===== config.mk =====
export PLATFORM = sky130hd
export DESIGN_NAME = matrix_keypad_scanner
export DESIGN_NICKNAME = d
export VERILOG_FILES = /design/src/rtl/matrix_keypad_scanner.sv
export SDC_FILE = /design/constraint.sdc
export NUM_CORES = 1
export LEC_CHECK = 0
export ABC_AREA = 1
export BUFFER_PORTS_ARGS = -buffer_cell sky130_fd_sc_hd__buf_2
export CAP_MARGIN = 20
export CORE_MARGIN = 8
export CORE_UTILIZATION = 40
export DETAILED_ROUTE_END_ITERATION = 10
export GPL_TIMING_DRIVEN = 0
export PLACE_DENSITY_LB_ADDON = 0.3
export SYNTH_ARGS = -nofsm -noshare
export SYNTH_HDL_FRONTEND = slang
export SYNTH_SLANG_ARGS = --single-unit

===== constraint.sdc =====
create_clock -name clk -period 3.04 [get_ports clk]
set_input_delay 0.608 -clock clk [delete_from_list [all_inputs] [get_ports clk]]
set_output_delay 0.608 -clock clk [all_outputs]
set_load 0.01 [all_outputs]

===== src/rtl/matrix_keypad_scanner.sv =====
`timescale 1ns/1ps
// Matrix keypad scanner: column scan, 2-flop row sync, debounce, key events.
// Optional macro KEYPAD_AUTOREPEAT_EN adds typematic repeat of a held key.
module matrix_keypad_scanner #(
   parameter int ROWS       = 4,
   parameter int COLS       = 4,
   parameter int SCAN_DIV   = 1000,
   parameter int DEBOUNCE_N = 4,
`ifdef KEYPAD_AUTOREPEAT_EN
   parameter int REPEAT_DELAY = 500,
   parameter int REPEAT_RATE  = 100,
`endif
   localparam int KEY_W =
      ($clog2(ROWS*COLS) < 1) ? 1 : $clog2(ROWS*COLS)
) (
   input  logic             clk,
   input  logic             reset,
   input  logic [ROWS-1:0]  row_in,
   output logic [COLS-1:0]  col_out,
   output logic [KEY_W-1:0] key_code,
   output logic             key_valid,
   output logic             key_held,
   output logic             multi_key
);

   localparam int DIV_W  = $clog2(SCAN_DIV);
   localparam int CIDX_W = $clog2(COLS);
   localparam int RIDX_W = $clog2(ROWS);

   typedef enum logic [1:0] {
      SCAN, DEBOUNCE, HELD, RELEASE
   } state_t;

   state_t state, state_n;

   logic [ROWS-1:0]   sync1, sync2;
   logic [DIV_W-1:0]  div_cnt;
   logic              tick;
   logic [CIDX_W-1:0] col_idx, col_n, col_inc;
   logic [3:0]        cnt, cnt_n;
   logic [KEY_W-1:0]  cand, cand_n, code_n, code_now;
   logic              valid_n, held_n, multi_n;
   logic [3:0]        n_low;
   logic [RIDX_W-1:0] row_idx;
   logic              acc, adv;

`ifdef KEYPAD_AUTOREPEAT_EN
   localparam int RPT_W = $clog2(REPEAT_DELAY + 1);
   localparam int RPT_BACK =
      (REPEAT_RATE >= REPEAT_DELAY) ? 0 : REPEAT_DELAY - REPEAT_RATE;
   logic [RPT_W-1:0] rpt_cnt, rpt_n;
`endif

   assign tick    = (div_cnt == DIV_W'(SCAN_DIV - 1));
   assign col_out = ~(COLS'(1) << col_idx);
   assign col_inc = (col_idx == CIDX_W'(COLS - 1)) ? '0 : col_idx + 1'b1;
   assign code_now = KEY_W'(int'(col_idx) * ROWS + int'(row_idx));

   // Bring the asynchronous rows into the clock domain; idle is all-ones.
   always_ff @(posedge clk or posedge reset) begin
      if (reset) begin
         sync1 <= '1;
         sync2 <= '1;
      end else begin
         sync1 <= row_in;
         sync2 <= sync1;
      end
   end

   // Column dwell timer; the last cycle of each dwell is the sample point.
   always_ff @(posedge clk or posedge reset) begin
      if (reset) div_cnt <= '0;
      else if (tick) div_cnt <= '0;
      else div_cnt <= div_cnt + 1'b1;
   end

   // Count low rows and locate the (lowest) low row in the sample.
   always_comb begin
      n_low   = '0;
      row_idx = '0;
      for (int r = ROWS - 1; r >= 0; r--) begin
         if (!sync2[r]) begin
            n_low   = n_low + 4'd1;
            row_idx = RIDX_W'(r);
         end
      end
   end

   // Scan/debounce/hold/release decisions, evaluated on sample ticks.
   always_comb begin
      state_n = state;
      col_n   = col_idx;
      cnt_n   = cnt;
      cand_n  = cand;
      code_n  = key_code;
      valid_n = 1'b0;
      held_n  = key_held;
      multi_n = 1'b0;
      acc     = 1'b0;
      adv     = 1'b0;
`ifdef KEYPAD_AUTOREPEAT_EN
      rpt_n   = rpt_cnt;
`endif
      if (tick) begin
         unique case (state)
            SCAN: begin
               if (n_low > 4'd1) begin
                  multi_n = 1'b1;
                  adv     = 1'b1;
               end else if (n_low == 4'd1) begin
                  cand_n = code_now;
                  if (DEBOUNCE_N == 1) acc = 1'b1;
                  else begin
                     cnt_n   = 4'd1;
                     state_n = DEBOUNCE;
                  end
               end else begin
                  adv = 1'b1;
               end
            end
            DEBOUNCE: begin
               if (n_low > 4'd1) begin
                  multi_n = 1'b1;
                  adv     = 1'b1;
               end else if (n_low == 4'd1 && code_now == cand) begin
                  if (cnt + 4'd1 == 4'(DEBOUNCE_N)) acc = 1'b1;
                  else cnt_n = cnt + 4'd1;
               end else begin
                  adv = 1'b1;
               end
            end
            HELD: begin
               if (n_low == 4'd0) begin
                  if (DEBOUNCE_N == 1) begin
                     held_n = 1'b0;
                     adv    = 1'b1;
                  end else begin
                     cnt_n   = 4'd1;
                     state_n = RELEASE;
                  end
               end else begin
`ifdef KEYPAD_AUTOREPEAT_EN
                  if (int'(rpt_cnt) + 1 == REPEAT_DELAY) begin
                     valid_n = 1'b1;
                     rpt_n   = RPT_W'(RPT_BACK);
                  end else begin
                     rpt_n = rpt_cnt + 1'b1;
                  end
`endif
               end
            end
            RELEASE: begin
               if (n_low == 4'd0) begin
                  if (cnt + 4'd1 == 4'(DEBOUNCE_N)) begin
                     held_n = 1'b0;
                     adv    = 1'b1;
                  end else begin
                     cnt_n = cnt + 4'd1;
                  end
               end else begin
                  cnt_n   = 4'd0;
                  state_n = HELD;
               end
            end
         endcase
      end
      if (adv) begin
         state_n = SCAN;
         col_n   = col_inc;
         cnt_n   = 4'd0;
      end
      if (acc) begin
         state_n = HELD;
         code_n  = code_now;
         valid_n = 1'b1;
         held_n  = 1'b1;
         cnt_n   = 4'd0;
`ifdef KEYPAD_AUTOREPEAT_EN
         rpt_n   = '0;
`endif
      end
   end

   // State and registered outputs.
   always_ff @(posedge clk or posedge reset) begin
      if (reset) begin
         state     <= SCAN;
         col_idx   <= '0;
         cnt       <= '0;
         cand      <= '0;
         key_code  <= '0;
         key_valid <= 1'b0;
         key_held  <= 1'b0;
         multi_key <= 1'b0;
      end else begin
         state     <= state_n;
         col_idx   <= col_n;
         cnt       <= cnt_n;
         cand      <= cand_n;
         key_code  <= code_n;
         key_valid <= valid_n;
         key_held  <= held_n;
         multi_key <= multi_n;
      end
   end

`ifdef KEYPAD_AUTOREPEAT_EN
   // Held-sample counter for auto-repeat.
   always_ff @(posedge clk or posedge reset) begin
      if (reset) rpt_cnt <= '0;
      else rpt_cnt <= rpt_n;
   end
`endif

endmodule

==> results.txt, run 1 <==
The largest driver fanout on the critical path is 7. The finished cells cover 0.00243 mm2. The routing usage on met1 came out at 12.9%.

The pin count of the biggest net entering global routing is 38. The sequential-to-total area share from yosys stat came out at 43.5%. The worst setup path is captured at a flip-flop. The non-filler instance count after layout is 360. The number of gates given a new drive strength after cts is 0. The final number of hold-violating endpoints is 0. In this run, synthesis inferred 0 flip-flops with an integrated enable. In this run the static leakage power is 1.27 nW.

The first detailed-routing pass took 4 iterations. The routed length per instance is 10.7 um. The cell count after placement came out at 352. The routability congestion estimate came out at 0.815.

The initial core utilization came out at 41.9%. The level count of the clock H-tree is 2. The number of post-CTS setup repair buffers is 0.

Clock skew on the completed layout was measured at 0.00435 ns. The number of global-route vias before repair came out at 1,612. The floorplan step set the die width to 89.4 um. The minimum clock period is 2.70 ns.

In this run the worst setup path begins at sync2[2]. The met2 layer usage reported by global route is 18.7%. The count of standard-cell rows came out at 26. In this run the tightest slew margin relative to its limit is 49.9%. The power density relative to cell area is 412 mW/mm2. For this design the top-level I/O count stands at 17.

At the pin with the least slew margin, the transition time is 0.751 ns. The slack of the worst reg-to-reg path came out at 0.34 ns. For this run, the number of Yosys warnings is 0. The post-layout total power came out at 1.00 mW. The remaining antenna violation count after routing is 0. The worst path required time came out at 3.22 ns. The final cell utilization of the core came out at 47.4%. The number of distinct library cell variants in the gate-level netlist after synthesis is 31. The routed via count is 1,697.

The initial antenna violation count is 0. The endpoint identified for the worst register-to-register timing path is state[1]. The run finished with clean final reports.

The net count after synthesis is 286. The latest clock arrival within the worst-skew pair came out at 0.28 ns. The final critical-path share of the clock period came out at 88.9%. The path depth of the worst reg2reg path is 17. The placed instances occupy a cell area of 0.00232 mm2. The number of vias per cell came out at 4.71. The global-route usage over all layers is 11.0%. Setup repair after global routing left no endpoint under its margin.

The vertical extent of the die came out at 89.4 um. Counting the buffers created by CTS gives 5. In this run the clock root is driven by a sky130_fd_sc_hd__clkbuf_8. Prior to clock tree synthesis, the placed netlist has a worst setup slack of 0.341 ns.

The setup TNS after final layout is 0 ns. The met3 usage came out at 3.40%. TritonCTS built the clock tree. Max-cap violations in this run came to 0. The synthesized area per cell is 8.09 um2.

Across all hold checks on the routed design, the worst slack comes to 0.359 ns. VDD sags by at most 0.271 mV. The class of the worst hold path is flip-flop to flip-flop.

The die area came out at 0.00798 mm2. The flop and latch count out of synthesis is 37. The number of pins exceeding their max-slew limit in the final report is 0. The async set-or-reset flop fraction in the synthesized netlist is 100%. The sink count of the clock tree is 37. The startpoint-to-endpoint class of the critical path is flip-flop to flip-flop. Compared with the post-synthesis result, the final layout area differs by 13.1%. The worst setup path is launched from a flip-flop. The count of hold-fix buffers inserted at cts is 0. Among all flip-flop cells after synthesis, the most frequent one is sky130_fd_sc_hd__dfrtp_1. In this run the most critical hold path is launched from sync1[1]. The first-pass GRT wire length is 6.89 mm. Across all setup checks in the final design, the least slack found is 0.338 ns. The core area is 0.00514 mm2. The DRC marker count from the first detailed-route iteration came out at 89. Data on the critical path arrives at its endpoint at 2.88 ns. The startpoint identified for the worst register-to-register timing path is sync2[2]. The overflow left after global routing is 0. Cells with a size suffix above 1 make up 19.7% of the layout.

The total number of nets in the final design came out at 309. The instance count along the most critical hold path came out at 0. The synthesized instance count is 266. The detailed-placement wirelength estimate is 2.93 mm. For this run, the top clock speed supported by timing is 0.370 GHz.

The number of I/O port buffers is 16. The post-detailed-route DRC marker count is 0. The antenna diode count is 0. The synthesized cell area is 0.00215 mm2. The count of endpoints failing setup in the final report is 0. The buffer depth of the longest clock path came out at 2.

Clock-pin slew was measured on the worst setup and hold paths at 0.07 ns. The most used routing layer is met2. Summed over all layers, the routed wires come to 3.85 mm. The destination of the worst hold path is sync2[1].
-- power by group --
group / internal, mW / switching (mW)
Clock: 0.245 / 0.173
Sequential: 0.502 / 0.00228
Combinational: 0.0262 / 0.0548
-- cell families after synthesis --
family	after synthesis	synth area share [%]
buffers and inverters	51	9.77
adders and majority gates	14	8.14
xor gates and xnor gates	2	0.814
muxes	1	0.523
AOI/OAI and AO/OA	33	8.43
DFF	37	43.5
and+or+nand+nor	128	28.8
-- metal layers --
layer,part of all wire [%],vias up,wire [um]
li1,-,892,-
met1,48,782,1830
met2,48,21,1850
met3,4.1,2,157
met4,0.39,0,15
met5,0,-,0
-- worst max-delay path by stage --
stage	end	slack [ns]	depth (start not counted)
6_report	state[1]	0.34	17
5_1_grt	cnt[1]	0.09	19
4_1_cts	state[1]	0.32	17
3_5_place_dp	state[1]	0.34	17
3_3_place_gp	state[1]	0.37	17
2_1_floorplan	col_idx[1]	0.52	15
-- cell usage in the layout (no fill, tap or decap), types with 8 or more instances in the layout --
cell type / n
sky130_fd_sc_hd__o21ai_0: 14
sky130_fd_sc_hd__dfrtp_1: 29
sky130_fd_sc_hd__inv_1: 43
sky130_fd_sc_hd__dfstp_2: 8
sky130_fd_sc_hd__a21oi_1: 9
sky130_fd_sc_hd__o21ai_1: 8
sky130_fd_sc_hd__nand2_1: 62
sky130_fd_sc_hd__nand3_1: 11
sky130_fd_sc_hd__nor2_1: 24
sky130_fd_sc_hd__ha_1: 14
sky130_fd_sc_hd__buf_2: 17
sky130_fd_sc_hd__nand4_1: 9
-- state kept, by name, summed over array words and instances, names as in the netlist --
register	cells
sync2	4
key_held	1
state	2
sync1	4
key_code	4
key_valid	1
cand	4
col_idx	2
multi_key	1
cnt	4
div_cnt	10
-- cell type report --
| cell class | instances | area, um2 |
|---|---|---|
| Multi-Input combinational cell | 178 | 1010 |
| Buffer | 3 | 27.5 |
| Tap cell | 70 | 87.6 |
| Sequential cell | 37 | 936 |
| Inverter | 48 | 183 |
| Fill cell | 540 | 2710 |
| Clock buffer | 5 | 68.8 |
| Clock inverter | 3 | 46.3 |
| Timing Repair Buffer | 16 | 80.1 |
-- critical path, stage by stage, from the launching register on --
cell and delay (ns):
sky130_fd_sc_hd__dfstp_2 0.55, sky130_fd_sc_hd__inv_1 0.04, sky130_fd_sc_hd__ha_1 0.34, sky130_fd_sc_hd__inv_1 0.07, sky130_fd_sc_hd__nand2_1 0.06, sky130_fd_sc_hd__nand2_1 0.08, sky130_fd_sc_hd__inv_1 0.04, sky130_fd_sc_hd__ha_1 0.28
sky130_fd_sc_hd__nand2_1 0.07, sky130_fd_sc_hd__nand2_1 0.09, sky130_fd_sc_hd__nor2_4 0.15, sky130_fd_sc_hd__nand2_4 0.08, sky130_fd_sc_hd__nor2_2 0.16, sky130_fd_sc_hd__nand4_4 0.17, sky130_fd_sc_hd__nand3_1 0.16, sky130_fd_sc_hd__nand2_1 0.10
sky130_fd_sc_hd__nor2_1 0.10, sky130_fd_sc_hd__nor2_1 0.05
-- synth_stat cells (2+ instances only) --
cell type / n / area [um2]
sky130_fd_sc_hd__nor3_1: 3 / 15.0
sky130_fd_sc_hd__o21ai_1: 8 / 40.0
sky130_fd_sc_hd__nor3_2: 2 / 20.0
sky130_fd_sc_hd__nand2_1: 62 / 233
sky130_fd_sc_hd__a21oi_1: 9 / 45.0
sky130_fd_sc_hd__nand3_1: 11 / 55.1
sky130_fd_sc_hd__dfrtp_1: 29 / 726
sky130_fd_sc_hd__xnor2_1: 2 / 17.5
sky130_fd_sc_hd__o21ai_0: 14 / 70.1
sky130_fd_sc_hd__nand3_2: 4 / 40.0
sky130_fd_sc_hd__dfstp_2: 8 / 210
sky130_fd_sc_hd__nand4_1: 9 / 56.3
sky130_fd_sc_hd__nand2_4: 2 / 22.5
sky130_fd_sc_hd__inv_2: 2 / 7.51
sky130_fd_sc_hd__inv_1: 44 / 165
sky130_fd_sc_hd__buf_6: 2 / 22.5
sky130_fd_sc_hd__nand2_2: 5 / 31.3
sky130_fd_sc_hd__ha_1: 14 / 175
sky130_fd_sc_hd__nor2_1: 24 / 90.1
No activity file was read; power rests on OpenSTA's default activity.
==> run 2: changes to the inputs <==
--- a/config.mk
+++ b/config.mk
@@ -12,6 +12,7 @@
 export CORE_UTILIZATION = 40
 export DETAILED_ROUTE_END_ITERATION = 10
 export GPL_TIMING_DRIVEN = 0
+export MAX_ROUTING_LAYER = met4
 export PLACE_DENSITY_LB_ADDON = 0.3
 export SYNTH_ARGS = -nofsm -noshare
 export SYNTH_HDL_FRONTEND = slang
==> constraint.sdc (replaced) <==
create_clock -name clk -period 2.8 [get_ports clk]
set_input_delay 0.56 -clock clk [delete_from_list [all_inputs] [get_ports clk]]
set_output_delay 0.56 -clock clk [all_outputs]
set_load 0.01 [all_outputs]
==> run 2 against run 1 <==
  * Combinational power increased by 22%
  * Largest power group unchanged
  * Routed wire length increased by 2.7%
  * Global-route usage increased by 0.31 points
  * Cell area increased by 2.8%
==> results.txt, run 2 (same netlist as run 1, synthesis figures left out) <==
The maximum clock frequency is 0.378 GHz. The horizontal die dimension is 89.4 um. The number of clock buffers inserted by TritonCTS came out at 5. The global-route usage over all layers is 11.3%. The initial antenna violation count is 0. The non-filler instance count after layout came out at 363. The longest clock path from root to sink contains 2 buffers. The path with the worst hold slack has its endpoint at sync2[1]. The detailed-placement wirelength estimate came out at 2.93 mm. The launch point of the worst reg-to-reg path is sync2[2].

The final number of hold-violating endpoints came out at 0. Counting flops per register, the top entry is div_cnt. The latest clock arrival within the worst-skew pair is 0.28 ns. The count of endpoints failing setup in the final report came out at 0. The number of pins exceeding their max-slew limit in the final report is 0.

The flow ran to the end, and the final reports show no timing, DRC or antenna violations. The number of flip-flops under the largest register name came out at 10. On the critical path the largest part of the delay comes from simple AND/OR/NAND/NOR gates. Measured in cells, the most critical reg-to-reg path has a length of 15.

The number of detailed-routing iterations run before antenna repair came out at 4. The post-detailed-route DRC marker count is 0. The worst setup path is launched from a flip-flop. The number of maximum-capacitance violations is 0. The setup path with the least slack is of type flip-flop to flip-flop. The routability congestion estimate came out at 0.827. The clock tree synthesis step divided the H-tree into 2 levels. The terminus of the critical flop-to-flop path is col_idx[1]. The number of global-route vias before repair is 1,614. The pin count of the biggest net entering global routing is 38. The ratio of cells with drive above 1 in the final layout came out at 22.5%. The post-route clock skew came out at 0.00480 ns.

The cell sitting at the root of the clock tree is a sky130_fd_sc_hd__clkbuf_8. The layout-stage area growth over the synthesis result is 16.3%. The initial core utilization came out at 41.9%.

The largest driver fanout on the critical path came out at 8. The clock input transition at the sequential cells of the worst setup and hold paths is 0.07 ns. The largest individual stage delay along the critical path comes from the cell sky130_fd_sc_hd__dfstp_2.

The path class of the tightest hold or removal check is flip-flop to flip-flop. The delay of the slowest critical-path stage is 0.55 ns. The endpoint arrival time on the critical path came out at 2.81 ns. The slack of the worst reg-to-reg path is 0.16 ns.

The minimum clock period is 2.64 ns. The cell count after placement came out at 352. In this run the vertical extent of the chip is 89.4 um.

Leaving out fill and tap cells, the most frequent cell in the layout is sky130_fd_sc_hd__nand2_1. The count of cell instances traversed by the critical path came out at 15. The count of standard-cell rows came out at 26. The DRC marker count from the first detailed-route iteration is 81. The startpoint identified for the worst hold timing path is sync1[1]. The core area is 0.00514 mm2.

At the worst endpoint, the required time is 2.97 ns. The routed via count came out at 1,729. For this design the top-level I/O count stands at 17.

TritonCTS built the clock tree. The number of I/O port buffers came out at 16. The final critical-path share of the clock period is 94.4%. The worst-case IR drop observed on VDD is 0.292 mV.

The instance count along the most critical hold path is 0. The sink count of the clock tree came out at 37. The critical path goes through inv_1 > ha_4 > inv_1 > nand2_1 > nand2_1 > inv_1 > ha_1 > nand2_1 > nand2_2 > nor2_4 > nand2_4 > o21bai_4 > nand3_2 > nand2_4 > mux2_2. The number of buffers and inverters on the critical path is 3. The overflow left after global routing came out at 0.

Summed over all cells, the static leakage comes to 1.31 nW. The first global-routing pass estimated 6.88 mm of wire. The number of vias per cell is 4.76. The headroom to the max-slew limit came out at 50.1%. The total wirelength of the detailed-routed design is 3.96 mm.

The remaining antenna violation count after routing came out at 0. The die area came out at 0.00798 mm2. After detailed routing, the average wire length per cell comes to 10.9 um. The worst setup path is captured at a flip-flop. The count of hold-fix buffers inserted at cts came out at 0.

In the final timing run, aggregate negative setup slack is 0 ns. In the layout the commonest cells are sky130_fd_sc_hd__nand2_1 (59), sky130_fd_sc_hd__inv_1 (43), sky130_fd_sc_hd__dfrtp_1 (29). The total number of nets in the final design is 312.

The antenna diode count came out at 0. The slew at the pin closest to its max-slew limit is 0.747 ns. The power density relative to cell area is 439 mW/mm2.
==> run 2: final cells by class <==
cell class / count / area [um2]
fillers: 526 / 2640
multi-input cells: 178 / 1050
flip-flops and latches: 37 / 936
inverters: 48 / 183
repair buffers: 19 / 103
well taps: 70 / 87.6
clock buffers: 5 / 68.8
clock inverters: 3 / 46.3
plain buffers: 3 / 27.5
==> run 2: worst max-delay path by stage <==
stage	end	startpoint	slack, ns
finish	col_idx[1]	sync2[2]	0.16
global route	cnt[1]	sync2[2]	-0.01
CTS	state[1]	sync2[2]	0.08
detailed placement	state[1]	sync2[2]	0.10
global placement	state[1]	sync2[2]	0.13
floorplan	col_idx[1]	sync2[2]	0.28
==> run 2: what timing repair did <==
action / 4_1_cts / 5_1_grt
setup endpoints to repair: 0 / 11
setup buffers: 0 / 3
gates resized for setup: 0 / 9
hold endpoints to repair: 0 / 0
==> run 2: layer usage <==
metal / up-vias / GRT usage (%) / routed length, um
met3: 2 / 3.40 / 198
li1: 896 / - / -
met4: 0 / 3.32 / 9
met1: 799 / 12.9 / 1820
met5: - / - / 0
met2: 32 / 18.7 / 1930
==> run 2: through the flow <==
stage	util (%)	power, mW	area (um2)	hold WS, ns	worst slack [ns]
final	48.7	1.10	2500	0.359	0.157
after global routing	48.7	1.16	2500	0.342	-0.0111
after global placement	45.1	0.644	2320	0.345	0.135
after detailed placement	45.1	0.647	2320	0.348	0.101
after floorplan	-	0.629	2150	0.345	0.284
after CTS	47.4	1.11	2430	0.354	0.0815
==> run 2: where the power goes <==
| part | internal [mW] | total [mW] | switching [mW] | leakage, nW |
|---|---|---|---|---|
| sequential | 0.545 | 0.547 | 0.00246 | 0.475 |
| combinational | 0.0337 | 0.0985 | 0.0648 | 0.776 |
| clock | 0.266 | 0.454 | 0.187 | 0.0543 |
| total | 0.845 | 1.10 | 0.255 | 1.31 |
